**src/rtl/gamate_video_pkg.sv**
```systemverilog
// Shared LCD video types and default raster timing, used by the scan-out
// reader, its timing generator and the frame-buffer writer.
package gamate_video_pkg;
  localparam int LCD_W = 160;
  localparam int LCD_H = 150;

  typedef logic [1:0] pix_t;

  localparam int H_ACTIVE_DEF = LCD_W;
  localparam int V_ACTIVE_DEF = LCD_H;
  localparam int H_TOTAL_DEF  = 256;
  localparam int V_TOTAL_DEF  = 288;
  localparam int HS_START_DEF = 180;
  localparam int HS_END_DEF   = 199;
  localparam int VS_START_DEF = 200;
  localparam int VS_END_DEF   = 203;
  localparam int CE_DIV_DEF   = 4;
  localparam int ADDR_W_DEF   = 15;

  typedef struct packed {
    logic hsync;
    logic vsync;
    logic hblank;
    logic vblank;
  } sync_t;

  localparam sync_t SYNC_RST = '{hsync: 1'b0, vsync: 1'b0, hblank: 1'b1, vblank: 1'b1};
endpackage

```
**src/rtl/lcd_timing.sv**
```systemverilog
// Pixel-clock divider, h/v raster counters and registered sync/blank flags.
module lcd_timing
  import gamate_video_pkg::*;
#(
  parameter int H_ACTIVE = H_ACTIVE_DEF,
  parameter int V_ACTIVE = V_ACTIVE_DEF,
  parameter int H_TOTAL  = H_TOTAL_DEF,
  parameter int V_TOTAL  = V_TOTAL_DEF,
  parameter int HS_START = HS_START_DEF,
  parameter int HS_END   = HS_END_DEF,
  parameter int VS_START = VS_START_DEF,
  parameter int VS_END   = VS_END_DEF,
  parameter int CE_DIV   = CE_DIV_DEF
) (
  input  logic  clk,
  input  logic  reset_n,
  output logic  ce_pix,
  output logic  active,
  output logic  wrap,
  output sync_t sync
);
  localparam int HW = $clog2(H_TOTAL);
  localparam int VW = $clog2(V_TOTAL);
  localparam int DW = $clog2(CE_DIV);

  localparam logic [DW-1:0] D_LAST = DW'(CE_DIV - 1);
  localparam logic [HW-1:0] H_LAST = HW'(H_TOTAL - 1);
  localparam logic [VW-1:0] V_LAST = VW'(V_TOTAL - 1);
  localparam logic [HW-1:0] H_ACT  = HW'(H_ACTIVE);
  localparam logic [VW-1:0] V_ACT  = VW'(V_ACTIVE);
  localparam logic [HW-1:0] HS_LO  = HW'(HS_START);
  localparam logic [HW-1:0] HS_HI  = HW'(HS_END);
  localparam logic [VW-1:0] VS_LO  = VW'(VS_START);
  localparam logic [VW-1:0] VS_HI  = VW'(VS_END);

  logic [DW-1:0] div;
  logic [HW-1:0] h;
  logic [VW-1:0] v;
  logic          h_last, v_last;

  assign ce_pix = (div == D_LAST);
  assign h_last = (h == H_LAST);
  assign v_last = (v == V_LAST);
  assign active = (h < H_ACT) && (v < V_ACT);
  assign wrap   = ce_pix && h_last && v_last;

  // Flags are computed from the pre-increment position, so they trail the
  // counters by exactly one pixel slot, in step with the fetched pixel.
  always_ff @(posedge clk or negedge reset_n) begin
    if (!reset_n) begin
      div  <= '0;
      h    <= '0;
      v    <= '0;
      sync <= SYNC_RST;
    end else begin
      div <= ce_pix ? '0 : div + 1'b1;
      if (ce_pix) begin
        h <= h_last ? '0 : h + 1'b1;
        if (h_last) v <= v_last ? '0 : v + 1'b1;
        sync.hblank <= (h >= H_ACT);
        sync.vblank <= (v >= V_ACT);
        sync.hsync  <= (h >= HS_LO) && (h <= HS_HI);
        sync.vsync  <= (v >= VS_LO) && (v <= VS_HI);
      end
    end
  end
endmodule

```
**src/rtl/lcd_scanout.sv**
```systemverilog
// Frame-buffer reader: replays the double-buffered 2-bit frame as a timed
// raster, flipping banks only at the frame wrap.
module lcd_scanout
  import gamate_video_pkg::*;
#(
  parameter int H_ACTIVE = H_ACTIVE_DEF,
  parameter int V_ACTIVE = V_ACTIVE_DEF,
  parameter int H_TOTAL  = H_TOTAL_DEF,
  parameter int V_TOTAL  = V_TOTAL_DEF,
  parameter int HS_START = HS_START_DEF,
  parameter int HS_END   = HS_END_DEF,
  parameter int VS_START = VS_START_DEF,
  parameter int VS_END   = VS_END_DEF,
  parameter int CE_DIV   = CE_DIV_DEF,
  parameter int ADDR_W   = ADDR_W_DEF
) (
  input  logic            clk,
  input  logic            reset_n,
  input  logic            bank_sel,
  output logic [ADDR_W:0] fb_addr,
  input  pix_t            fb_q,
  output logic            ce_pix,
  output pix_t            pixel,
  output logic            hsync,
  output logic            vsync,
  output logic            hblank,
  output logic            vblank,
  output logic            frame_start
);
  logic              active, wrap;
  sync_t             sync;
  logic [ADDR_W-1:0] addr;
  logic              bank;

  lcd_timing #(
    .H_ACTIVE(H_ACTIVE), .V_ACTIVE(V_ACTIVE), .H_TOTAL(H_TOTAL), .V_TOTAL(V_TOTAL),
    .HS_START(HS_START), .HS_END(HS_END), .VS_START(VS_START), .VS_END(VS_END),
    .CE_DIV(CE_DIV)
  ) u_timing (
    .clk    (clk),
    .reset_n(reset_n),
    .ce_pix (ce_pix),
    .active (active),
    .wrap   (wrap),
    .sync   (sync)
  );

  assign fb_addr = {bank, addr};
  assign hsync   = sync.hsync;
  assign vsync   = sync.vsync;
  assign hblank  = sync.hblank;
  assign vblank  = sync.vblank;

  // The linear address walks raster order, so it needs no multiplier; it
  // parks at the end of the frame through blanking. fb_q has had CE_DIV-1
  // clks to settle on the current address by the time it is captured.
  always_ff @(posedge clk or negedge reset_n) begin
    if (!reset_n) begin
      addr        <= '0;
      bank        <= 1'b0;
      pixel       <= '0;
      frame_start <= 1'b0;
    end else begin
      frame_start <= wrap;
      if (ce_pix) begin
        pixel <= active ? fb_q : '0;
        if (wrap) begin
          addr <= '0;
          bank <= bank_sel;
        end else if (active) begin
          addr <= addr + 1'b1;
        end
      end
    end
  end
endmodule

```
**config.mk**
```make
export PLATFORM = sky130hd
export DESIGN_NAME = lcd_scanout
export DESIGN_NICKNAME = d
export VERILOG_FILES = /design/src/rtl/gamate_video_pkg.sv /design/src/rtl/lcd_timing.sv /design/src/rtl/lcd_scanout.sv
export SDC_FILE = /design/constraint.sdc
export NUM_CORES = 1
export LEC_CHECK = 0
export BUFFER_PORTS_ARGS = -buffer_cell sky130_fd_sc_hd__buf_2
export CORE_UTILIZATION = 30
export CTS_CLUSTER_DIAMETER = 200
export DETAILED_ROUTE_END_ITERATION = 10
export PLACE_DENSITY = 0.46
export SYNTH_ARGS = -nofsm -noshare
export SYNTH_HDL_FRONTEND = slang
export SYNTH_HIERARCHICAL = 1
export SYNTH_SLANG_ARGS = --single-unit
```
**constraint.sdc**
```tcl
create_clock -name clk -period 3.3 [get_ports clk]
set_clock_uncertainty 0.05 [all_clocks]
set_input_delay 0.33 -clock clk [delete_from_list [all_inputs] [get_ports clk]]
set_output_delay 0.33 -clock clk [all_outputs]
set_load 0.03 [all_outputs]
```
==> summary.txt, run 1 <==
STA
  – Final Hold Fails: 0
  – Worst rel slew slack: 0.346
  – Final min period: 2.97 ns
  – Final Cycle Share: 0.900
  – Slew @ Worst Pin: 0.980 ns
  – Setup violators final: 0
  – RSZ-0062 raised after global routing: no
  – Setup tns final: 0 ns
  – Max Slew Vio Count: 0
  – Fmax: 337 MHz

Detailed routing
  – DR vias: 1757
  – Wirelength, routed: 4.81 mm
  – Wirelength per Cell: 13.6 microns
  – Via/cell ratio: approximately 5
  – Drt first pass iters: 4
  – DR DRC count: 0
  – Final ANT Viol Nets: 0
  – Initial DRC Count: 59

Layout
  – Fin nets: 264
  – Fraction of layout cells with a size suffix above 1: 0.217
  – Final cell count without fillers: roughly 350
  – P&R area growth vs syn: 10.6%
  – Antenna Cells: 0

Power and ir drop
  – Leak: 1.11 nW
  – Peak supply drop: 0.140 mV
  – Pwr dens: around 330 nW/um^2

Critical path
  – R2r endpoint: addr[11]
  – CP endpoint kind: register
  – R2r worst-path depth: 8
  – Startpoint types: register
  – CP Launch Point: u_timing/v[1]
  – Critical Path RT: 3.47 ns
  – Max Fanout on Critical Path: 8
  – Flop-to-flop setup slack: 0.33 ns
  – Worst Setup Path Type: register to register
  – Crit path DAT: ~3.1 ns
  – R2r startpoint: u_timing/v[1]
  – Worst Setup EP: addr[11]

Synth
  – Syn_nets: approximately 240
  – Compound-gate portion of the synthesized area: 0.139
  – Simple-gate portion of the synthesized area: 0.227
  – Synth cell types: 53
  – Ys flop type: dfrtp_1
  – Largest family of logic cells by synthesized area: simple AND/OR/NAND/NOR gates
  – Synth warn: 6
  – Post-synthesis mux area share: 0.0189
  – Top-area cell type share of the netlist area: 0.431
  – Avg Inst Size Synth: 9.96 sq um
  – Seq cells post-synth: 42
  – Dominant cell type by area after synthesis: dfrtp_1
  – Post-synth EDFFs: 0
  – Syn Inst Count: 233
  – Most numerous cell in the Yosys netlist: dfrtp_1
  – Ranking of synthesized cells by area: dfrtp_1, nand3_1, o21ai_0
  – Post-synthesis xor/xnor area fraction: 0.0566
  – Most frequent cells after synthesis: dfrtp_1, nand2_1, nand3_1, o21ai_0, nor2_1
  – Synth Area in Adders: 0.0324
  – Sequential cell area fraction in the yosys report: 0.454
  – Async S/R FF share, synth: 1.00
  – Post-Syn Area: ~2300 sq um

CTS
  – H-tree levels: 2
  – Setup Buffers After CTS: 0
  – Post-CTS Hold Buffers: 0
  – CTS clock-pin slew for the worst setup and hold paths: 0.08 ns
  – Num CTS Buffers: 5
  – CTS root buf: clkbuf_8
  – CTS-repair resized insts: 0
  – Clock tree buffer depth: 2
  – Worst-Skew Late Latency: 0.29 ns
  – Sink Count: 42
  – CTS tree: built

Place
  – RD Place Congestion: 0.775
  – Dpl hpwl: ~3.3 mm
  – Dpl cells: 345
  – # port buffers: 28

Global route
  – GRT Total Usage: 0.131
  – First-pass GRT wire length: 8.51 mm
  – Initial antenna violation count: 0
  – Vias in the first global route: 1737
  – Largest net degree at the start of global routing: 43
  – Grt ovf: 0

Floorplan
  – Core area: 7370 sq um
  – Initial Util: 0.315
  – Die footprint: 8090 sq um
  – Num ports: 29
  – Row Count: 31
  – Die height: 89.9 microns
  – Die Wd: 89.9 microns

Hold path
  – Min-Delay Path Class: input port to async pin

Run status
  – Outcome: complete, no violations

Flow run
  – Max cap viols: 0
[worst max-delay path, cell delays in order (launching register included)]
cell	delay (ns)
dfrtp_1	0.45
ha_1	0.24
and4_1	0.35
and3_1	0.27
and2_1	0.32
o211ai_2	0.19
or4_4	0.56
or3_1	0.31
a21oi_1	0.16
[layout by cell type, fill, tap and decap left out, types with 2 or more instances in the layout]
cell | Yosys | final
clkbuf_8 | 0 | 5
nor3_1 | 3 | 3
nand4_4 | 2 | 2
dfstp_2 | 2 | 2
nand2_1 | 17 | 17
inv_1 | 14 | 14
buf_4 | 6 | 2
buf_2 | 3 | 28
ha_1 | 6 | 6
a31oi_1 | 3 | 3
nand4_1 | 8 | 8
o21ai_0 | 17 | 17
and3_1 | 2 | 2
nand3_1 | 17 | 17
and2_1 | 3 | 3
o22ai_1 | 2 | 2
or3_1 | 3 | 3
a21oi_1 | 6 | 6
dfrtp_1 | 40 | 40
or4b_1 | 2 | 2
mux2_2 | 3 | 3
nor2_1 | 16 | 16
xnor2_1 | 7 | 7
xor2_1 | 8 | 8
nor2b_1 | 2 | 2
and4_1 | 5 | 5
nor4_2 | 2 | 2
o211ai_1 | 3 | 3
clkinv_2 | 0 | 2
[registers in the layout, indices dropped and copies added, names as in the netlist]
name / flops
addr: 15
u_timing/div: 2
u_timing/sync: 4
pixel: 2
bank: 1
u_timing/v: 9
u_timing/h: 8
frame_start: 1
[logic make-up (layout without fill, tap and decap cells)]
kind of cell	Yosys count	count (layout)
mux	4	4
flops	42	42
fa+ha+maj	6	6
compound gates	46	46
simple gates	89	89
buf+inv	31	52
xor+xnor	15	15
[layout make-up]
class / instances / area [sq um]
Sequential cell: 42 / 1050
Inverter: 14 / 52.6
Tap cell: 99 / 124
Timing Repair Buffer: 30 / 155
Fill cell: 775 / 4800
Multi-Input combinational cell: 160 / 1100
Clock buffer: 6 / 72.6
Clock inverter: 2 / 10.0
[per-layer routing]
| layer | wire length, microns | track usage |
|---|---|---|
| met1 | 2260 | 0.173 |
| met3 | 183 | 0.0305 |
| met5 | 0 | 0 |
| met4 | 66 | 0.0457 |
| met2 | 2300 | 0.208 |
[through the flow]
step           power [mW]  utilization  cell area (sq um)  hold WS (ns)  setup WS, ns
2_1_floorplan       0.530            -               2320       -0.0156         0.485
3_3_place_gp        0.544        0.337               2480         0.376         0.419
3_5_place_dp        0.545        0.337               2480         0.379         0.342
4_1_cts             0.875        0.348               2570         0.178         0.334
5_1_grt             0.903        0.348               2570         0.210         0.130
6_report            0.859        0.348               2570         0.141         0.330
[how the worst min path moves through the flow]
stage,from,to,slack (ns),cells after the start
finish,reset_n,addr[12],0.14,1
global route,bank_sel,bank,0.21,3
global placement,u_timing/div[0],u_timing/div[0],0.38,1
floorplan,reset_n,addr[0],-0.02,0
CTS,reset_n,addr[10],0.18,1
detailed placement,u_timing/div[0],u_timing/div[0],0.38,1
[report_power, final]
part	switching, mW	internal [mW]
logic	0.0140	0.00291
registers	0.000541	0.516
clock network	0.179	0.147
Power figures use the tool's default switching activity.
==> run 2: changes to the inputs <==
--- a/config.mk
+++ b/config.mk
@@ -6,10 +6,12 @@
 export NUM_CORES = 1
 export LEC_CHECK = 0
 export BUFFER_PORTS_ARGS = -buffer_cell sky130_fd_sc_hd__buf_2
+export CELL_PAD_IN_SITES_DETAIL_PLACEMENT = 0
+export CELL_PAD_IN_SITES_GLOBAL_PLACEMENT = 1
 export CORE_UTILIZATION = 30
 export CTS_CLUSTER_DIAMETER = 200
 export DETAILED_ROUTE_END_ITERATION = 10
-export PLACE_DENSITY = 0.46
+export PLACE_DENSITY = 0.56
 export SYNTH_ARGS = -nofsm -noshare
 export SYNTH_HDL_FRONTEND = slang
 export SYNTH_HIERARCHICAL = 1
==> summary.txt, run 2 (synthesis gave the netlist of run 1 again) <==
Detailed routing
  – Initial DRC Count: 80 (+36%)
  – Via/cell ratio: 4.95 (-0.63%)
  – Drt first pass iters: 4 (unchanged)
  – Wirelength, routed: 4.94 mm (+2.7%)
  – DR DRC count: 0 (unchanged)
  – DR vias: 1746 (-0.63%)
  – Wirelength per Cell: 14.0 microns (+2.7%)
  – Final ANT Viol Nets: 0 (unchanged)

CTS
  – CTS-repair resized insts: 0 (unchanged)
  – Worst-Skew Late Latency: 0.29 ns (about the same)
  – CTS root buf: clkbuf_8
  – H-tree levels: 2 (unchanged)
  – Post-CTS Hold Buffers: 0 (unchanged)
  – Num CTS Buffers: 5 (unchanged)
  – CTS tree: built
  – CTS clock-pin slew for the worst setup and hold paths: 0.08 ns (about the same)
  – Sink Count: 42 (unchanged)
  – Clock tree buffer depth: 2 (unchanged)
  – Setup Buffers After CTS: 0 (unchanged)

STA
  – RSZ-0062 raised after global routing: no
  – Setup violators final: 0 (unchanged)
  – Slew @ Worst Pin: 0.974 ns (-0.00678 ns)
  – Worst rel slew slack: 0.351 (+0.00452)
  – Max Slew Vio Count: 0 (unchanged)
  – Hold Slack: 0.139 ns (-0.00232 ns)
  – Final Cycle Share: 0.909 (+0.00922)
  – Fmax: 333 MHz (-1.0%)
  – Final Hold Fails: 0 (unchanged)
  – Setup tns final: 0 ns (unchanged)
  – Final min period: 3.00 ns (+0.0304 ns)

Layout
  – P&R area growth vs syn: 11.7%
  – Largest register FFs: 15 (unchanged)
  – Antenna Cells: 0 (unchanged)
  – Design area: 2590 sq um (+0.93%)
  – Commonest non-fill, non-tap cell in the layout: dfrtp_1
  – Final cell count without fillers: 353 (unchanged)
  – Fraction of layout cells with a size suffix above 1: 0.213 (-0.00394)
  – Fin nets: 264 (unchanged)
  – Largest register by flop count: addr
  – Most frequent cells in the layout: dfrtp_1, buf_2, o21ai_0, nand3_1, nand2_1
  – Util after Layout: 0.351 (+0.00323)
  – Largest registers: addr: 15 flops, u_timing/v: 9 flops, u_timing/h: 8 flops

Floorplan
  – Die footprint: 8090 sq um (unchanged)
  – Row Count: 31 (unchanged)
  – Initial Util: 0.315 (unchanged)
  – Die Wd: 89.9 microns (unchanged)
  – Num ports: 29 (unchanged)
  – Die height: 89.9 microns (unchanged)
  – Core area: 7370 sq um (unchanged)

Run status
  – Outcome: complete, no violations

Global route
  – Met3 Resource Use GR: 0.0330 (+0.00254)
  – First-pass GRT wire length: 8.47 mm (-0.48%)
  – Largest net degree at the start of global routing: 43 (unchanged)
  – Grt peak-use layer: met2
  – Met2 Use GR: 0.208 (-0.000641)
  – Met1 Usage GRT: 0.175 (+0.00116)
  – Vias in the first global route: 1698 (-2.2%)
  – Grt ovf: 0 (unchanged)
  – Initial antenna violation count: 0 (unchanged)
  – GRT Total Usage: 0.131 (+0.000567)

Critical path
  – R2r worst-path depth: 8 (unchanged)
  – CP max-delay cell: or4_4
  – Worst Setup Path Type: register to register
  – R2r endpoint: addr[11]
  – Critical Path RT: 3.47 ns (about the same)
  – Flop-to-flop setup slack: 0.30 ns (-0.03 ns)
  – CP endpoint kind: register
  – Max Fanout on Critical Path: 8 (unchanged)
  – R2r startpoint: u_timing/v[1]
  – Critical path's largest stage delay: 0.55 ns (about the same)
  – Critical-path cell list: ha_1, and4_1, and3_1, and2_1, o211ai_2, or4_4, or3_1, a21oi_1
  – Crit path DAT: 3.18 ns (+0.04 ns)
  – Startpoint types: register

Hold path
  – Min-Delay Path Class: input port to async pin

Power and ir drop
  – Pwr dens: 364 nW/um^2 (+8.7%)
  – Peak supply drop: 0.156 mV (+11%)
  – Leak: 1.11 nW (+0.68%)

Place
  – Dpl cells: 345 (unchanged)
  – Dpl hpwl: 3.33 mm (+1.7%)
  – # port buffers: 28 (unchanged)
  – Cell Area, Placed: 2480 sq um (unchanged)
  – RD Place Congestion: 0.738 (-4.8%)

Flow run
  – Max cap viols: 0 (unchanged)
[run 2: per-stage QoR]
step / power, mW / worst slack (ns)
finish: 0.942 / 0.299
floorplan: 0.530 / 0.485
global route: 0.982 / 0.0920
global placement: 0.544 / 0.385
CTS: 0.961 / 0.299
detailed placement: 0.545 / 0.320
[run 2: area by class of cell]
type                    count  area [sq um]
clock buffers               7          76.3
clock inverters             1          30.0
fillers                   768          4780
inverters                  14          52.6
multi-input cells         160          1100
flip-flops and latches     42          1050
well taps                  99           124
repair buffers             30           155
[run 2: worst max-delay path, delay by kind of cell, from the launching register on]
family	cells	cell delay, ns
and+or+nand+nor	5	1.83
DFF	1	0.47
adders and majority gates	1	0.24
AOI/OAI and AO/OA	2	0.33
[run 2: worst max-delay path by stage]
stage	cells past startpoint	startpoint	to	slack [ns]
2_1_floorplan	9	u_timing/div[0]	addr[11]	0.49
3_3_place_gp	8	u_timing/v[1]	addr[11]	0.38
5_1_grt	8	u_timing/v[1]	addr[11]	0.09
3_5_place_dp	8	u_timing/v[1]	addr[11]	0.32
4_1_cts	8	u_timing/v[1]	addr[11]	0.30
6_report	8	u_timing/v[1]	addr[11]	0.30
[run 2: layer usage]
metal  part of all wire  wire length (microns)
met5                  0                      0
met2               0.47                   2320
met1               0.48                   2370
met4              0.014                     70
met3              0.036                    177
[run 2: power by group]
| part | switching [mW] | total, mW | internal, mW |
|---|---|---|---|
| Combinational | 0.0139 | 0.0169 | 0.00291 |
| Clock | 0.183 | 0.409 | 0.227 |
| Sequential | 0.000586 | 0.516 | 0.515 |
| Total | 0.197 | 0.942 | 0.745 |
